[config.mk]
export PLATFORM = sky130hd
export DESIGN_NAME = i2c_slave_sequencer
export DESIGN_NICKNAME = d
export VERILOG_FILES = /design/src/rtl/i2c_slave_sequencer.sv
export SDC_FILE = /design/constraint.sdc
export NUM_CORES = 1
export LEC_CHECK = 0
export CAP_MARGIN = 40
export CORE_MARGIN = 1
export CORE_UTILIZATION = 53
export CTS_CLUSTER_SIZE = 28
export DETAILED_ROUTE_END_ITERATION = 6
export PLACE_DENSITY_LB_ADDON = 0.3
export SETUP_SLACK_MARGIN = 0.02
export SKIP_LAST_GASP = 1
export SYNTH_ARGS = -nofsm -noshare
export SYNTH_HDL_FRONTEND = slang
export SYNTH_SLANG_ARGS = --single-unit
[constraint.sdc]
create_clock -name FPGA_clk -period 2 [get_ports FPGA_clk]
set_input_delay 0.4 -clock FPGA_clk [delete_from_list [all_inputs] [get_ports FPGA_clk]]
set_output_delay 0.4 -clock FPGA_clk [all_outputs]
set_load 0.01 [all_outputs]
[src/rtl/i2c_slave_sequencer.sv]
// I2C slave transaction sequencer: START/STOP, address match, address ACK.
// Optional I2C_GENERAL_CALL_EN also accepts address byte 8'h00 as a write.
module i2c_slave_sequencer #(
   parameter logic [6:0] SLAVE_ADDR = 7'h42
) (
   input  logic       FPGA_clk,
   input  logic       rst,
   input  logic       SCL,
   input  logic       SDA,
   input  logic       din_done,
   output logic       din_enable,
   output logic       dout_enable,
   output logic       SDA_down,
   output logic [6:0] rx_addr,
   output logic       rw,
   output logic       start_pulse,
   output logic       stop_pulse,
   output logic       busy,
   output logic       gc_hit
);

   typedef enum logic [2:0] {
      IDLE,
      ADDR,
      ADDR_ACK,
      WRITE,
      READ,
      IGNORE
   } state_t;

   state_t     state;
   state_t     state_n;
   logic       SCL_prev;
   logic       SDA_prev;
   logic [7:0] shift_q;
   logic [7:0] shift_n;
   logic [3:0] bit_cnt;
   logic [3:0] bit_cnt_n;
   logic [6:0] rx_addr_n;
   logic       rw_n;
   logic       gc_q;
   logic       gc_n;
   logic       start_n;
   logic       stop_n;

   logic scl_rise;
   logic scl_fall;
   logic start_det;
   logic stop_det;
   logic addr_match;
   logic gc_match;

   assign scl_rise   = SCL & ~SCL_prev;
   assign scl_fall   = ~SCL & SCL_prev;
   assign start_det  = SCL & SCL_prev & SDA_prev & ~SDA;
   assign stop_det   = SCL & SCL_prev & ~SDA_prev & SDA;
   assign addr_match = (shift_q[7:1] == SLAVE_ADDR);

`ifdef I2C_GENERAL_CALL_EN
   assign gc_match = (shift_q == 8'h00);
`else
   assign gc_match = 1'b0;
`endif

   always_comb begin
      state_n   = state;
      shift_n   = shift_q;
      bit_cnt_n = bit_cnt;
      rx_addr_n = rx_addr;
      rw_n      = rw;
      gc_n      = gc_q;
      start_n   = 1'b0;
      stop_n    = 1'b0;
      if (stop_det) begin
         state_n = IDLE;
         stop_n  = 1'b1;
         gc_n    = 1'b0;
      end else if (start_det) begin
         state_n   = ADDR;
         shift_n   = 8'h00;
         bit_cnt_n = 4'd0;
         start_n   = 1'b1;
         gc_n      = 1'b0;
      end else begin
         unique case (state)
            IDLE: begin
            end
            ADDR: begin
               if (bit_cnt == 4'd8) begin
                  // decision waits for the fall so the ACK starts in SCL low
                  if (scl_fall) begin
                     if (addr_match || gc_match) begin
                        state_n   = ADDR_ACK;
                        rx_addr_n = shift_q[7:1];
                        rw_n      = shift_q[0];
                        gc_n      = gc_match;
                     end else begin
                        state_n = IGNORE;
                     end
                  end
               end else if (scl_rise) begin
                  shift_n   = {shift_q[6:0], SDA};
                  bit_cnt_n = bit_cnt + 4'd1;
               end
            end
            ADDR_ACK: begin
               if (scl_fall) begin
                  state_n = rw ? READ : WRITE;
               end
            end
            WRITE: begin
               if (din_done) begin
                  state_n = IDLE;
                  gc_n    = 1'b0;
               end
            end
            READ, IGNORE: begin
            end
            default: state_n = IDLE;
         endcase
      end
   end

   always_ff @(posedge FPGA_clk or posedge rst) begin
      if (rst) begin
         state       <= IDLE;
         SCL_prev    <= 1'b1;
         SDA_prev    <= 1'b1;
         shift_q     <= 8'h00;
         bit_cnt     <= 4'd0;
         gc_q        <= 1'b0;
         rx_addr     <= 7'h00;
         rw          <= 1'b0;
         start_pulse <= 1'b0;
         stop_pulse  <= 1'b0;
         SDA_down    <= 1'b0;
         din_enable  <= 1'b0;
         dout_enable <= 1'b0;
         busy        <= 1'b0;
         gc_hit      <= 1'b0;
      end else begin
         state       <= state_n;
         SCL_prev    <= SCL;
         SDA_prev    <= SDA;
         shift_q     <= shift_n;
         bit_cnt     <= bit_cnt_n;
         gc_q        <= gc_n;
         rx_addr     <= rx_addr_n;
         rw          <= rw_n;
         start_pulse <= start_n;
         stop_pulse  <= stop_n;
         SDA_down    <= (state_n == ADDR_ACK);
         din_enable  <= (state_n == WRITE);
         dout_enable <= (state_n == READ);
         busy        <= (state_n != IDLE);
         gc_hit      <= gc_n & (state_n == WRITE);
      end
   end

endmodule

==> summary.md <==
| Metric | Value |
|---|---|
| Status | finished, final reports clean |
| Register area | 828 sq um |
| Arrival @ worst endpoint | 2100 ps |
| RR Endpoint | rx_addr[5] |
| CP required | 2240 ps |
| Clock Sinks | 33 |
| Worst slew pin tran | 411 ps |
| Final Non-Filler Cells | 196 |
| Syn_area_per_cell | 10.6 sq um |
| DRT iter0 DRCs | 20 |
| DP Area | 1700 sq um |
| Highest clock rate | 536 MHz |
| Placed cells | 188 |
| Skew final | 6.81 ps |
| DRC viols | 0 |
| Setup Crit Path Kind | flop to flop |
| Unrepaired setup endpoints after global routing | no |
| Worst Setup End Kind | flop |
| Chip Width | 54.0 um |
| Total Routed Length | 2.69 mm |
| CTS Hold Bufs | 0 |
| Routed len/inst | 13.7 um |
| First-pass GRT wire length | 4.30 mm |
| Mapped Area | 1430 sq um |
| Hpwl dp | 1.91 mm |
| Filler cells | 197 |
| Layout Nets | 172 |
| Power density cells | 956 nW/um^2 |
| Pin count of the biggest net entering global routing | 34 |
| Port-buffer cells | 19 |
| Die Footprint | 2910 sq um |
| Crit-path max FO | 6 |
| Final hold violations | 0 |
| RePlAce Congestion | 0.926 |
| Worst Hold Class | input port to asynchronous set/reset pin |
| Highest metal used | met4 |
| Most frequent cells in the layout | 31 x dfrtp_1, 19 x inv_1, 19 x clkdlybuf4s50_1 |
| FF-to-FF path depth | 5 |
| ANT cells | 0 |
| Total power | 1.72 mW |
| H-tree depth | 2 |
| Static Leakage | 0.875 nW |
| Worst-Skew Late Latency | 340 ps |
| Setup Viol. Count Final | 0 |
| Startpoint Class | flop |
| Max clock buf depth | 2 |
| CTS tree | built |
| Vias | 1034 |
| Slew Viols, Final | 0 |
| R2R Setup Slk | 140 ps |
| Starting Density | 0.568 |
| DRT met1 WL | 1.21 mm |
| Cell row count | 18 |
| Drt via density | 5.28 |
| Die Height | 54.0 um |
| Area of the multi-input gates | 529 sq um |
| Met3 wire length | 133 um |
| Share of layout cells above drive strength 1 | 0.139 |
| Slew HR | 0.726 |
| CTS buffer count | 5 |
| Metal2 WL | 1.27 mm |
| R2r startpoint | state[1] |
| Synth Register Bits | 33 |
| Core area | 2520 sq um |
| Syn. warnings | 0 |
| Mapped Cells | 135 |
| Initial antenna violation count | 0 |
| Seq/Total Area, Yosys | 0.578 |
| Clock root cell | clkbuf_4 |
| Pre-antenna DRT Iters | 4 |
| Clock transition at the registers of the reported paths | 100 ps |
| Boundary Pins | 20 |
| Fin crit share | 0.932 |
| Maximum vdd drop | 739 uV |
| Total Neg Setup Slack | 0 ps |
| Total grt overflow | 0 |
| Vias in the first global route | 940 |
| Synth-to-Final Area Change | 25.2% |
| Tmin final | 1860 ps |
| Yosys cell types | 32 |
| Syn Nets | 142 |
| Max-capacitance violation count | 0 |
| DRT antenna net count | 0 |
| Design area | 1790 sq um |
| Commonest non-fill, non-tap cell in the layout | dfrtp_1 |
| Tot GR Track Use | 0.220 |
## stage by stage
| stage | util | hold slack [ps] | worst slack [ps] |
|---|---|---|---|
| 4_1_cts | 0.708 | 442 | 99.4 |
| 3_3_place_gp | 0.675 | 451 | -23.9 |
| 3_5_place_dp | 0.675 | 455 | -77.9 |
| 6_report | 0.711 | 431 | 136 |
| 5_1_grt | 0.711 | 481 | 78.0 |
| 2_1_floorplan | - | 404 | 240 |
## sequential cells by signal, indices dropped and copies added (netlist names)
name / cells
SDA_prev: 1
start_pulse: 1
shift_q: 8
rw: 1
gc_hit: 1
SDA_down: 1
stop_pulse: 1
SCL_prev: 1
state: 3
bit_cnt: 4
din_enable: 1
rx_addr: 7
dout_enable: 1
busy: 1
gc_q: 1
## power breakdown
group	switching, mW	internal [mW]	total, mW
registers	0.0768	0.771	0.848
clock network	0.224	0.298	0.523
logic	0.185	0.160	0.345
total	0.486	1.23	1.72
## worst max-delay path by stage
stage,from,end,slack [ps],depth (start not counted)
floorplan,state[1],rw,240,4
global placement,SCL,busy,-20,5
detailed placement,SCL,busy,-80,5
CTS,shift_q[4],busy,100,5
global route,state[2],rx_addr[5],80,5
finish,state[1],rx_addr[5],140,5
## area by class of cell
cell class	instances	share of cell area
flip-flops and latches	33	0.462
well taps	30	0.0209
repair buffers	26	0.135
clock buffers	7	0.0307
inverters	19	0.0397
multi-input cells	80	0.295
clock inverters	1	0.0167
## logic make-up (layout without fill, tap and decap cells)
logic type	after synthesis	after routing	share of synthesized area
and+or+nand+nor	56	56	0.238
DFF	33	33	0.578
buffers and inverters	22	53	0.0576
AOI/OAI and AO/OA	18	18	0.0795
xor gates and xnor gates	3	3	0.0183
adders and majority gates	2	2	0.0175
muxes	1	1	0.0105
## worst max-delay path, cell delays in order, from the launching register on
cell	delay [ps]
dfrtp_1	380
or3b_1	430
or2_4	280
nor3_4	310
buf_4	180
and2b_1	170
## routing by layer
| layer | vias up | track usage |
|---|---|---|
| met4 | 0 | 0.141 |
| met3 | 10 | 0.0593 |
| met2 | 29 | 0.329 |
| met5 | - | 0 |
| met1 | 485 | 0.279 |
| li1 | 510 | - |
## cell usage after synthesis
library cell	number	share of area
dfrtp_1	31	0.54
inv_1	19	0.050
nand3_1	12	0.042
o21ai_0	11	0.038
nor2_1	10	0.026
and2b_1	5	0.026
nand2_1	4	0.010
nand3b_1	4	0.021
nor2b_1	4	0.017
and3_1	3	0.013
clkbuf_1	3	0.0079
nor3b_1	3	0.016
dfstp_2	2	0.037
ha_1	2	0.017
nand2b_1	2	0.0087
nor4b_1	2	0.012
or2_2	2	0.0087
xor2_1	2	0.012
a21oi_1	1	0.0035
mux2_4	1	0.010
nand4b_1	1	0.0061
nor3_4	1	0.011
nor4bb_1	1	0.0070
o211ai_1	1	0.0052
o21ai_1	1	0.0035
o221ai_2	1	0.010
o311ai_0	1	0.0061
o311ai_1	1	0.0061
o31a_1	1	0.0061
or2_4	1	0.0061
or3b_1	1	0.0061
xnor2_1	1	0.0061
## what timing repair did
item | CTS | global route
endpoints found under the setup margin | 0 | 1
gates resized for setup | 0 | 1
buffers inserted | 0 | 0
Power figures use the tool's default switching activity.
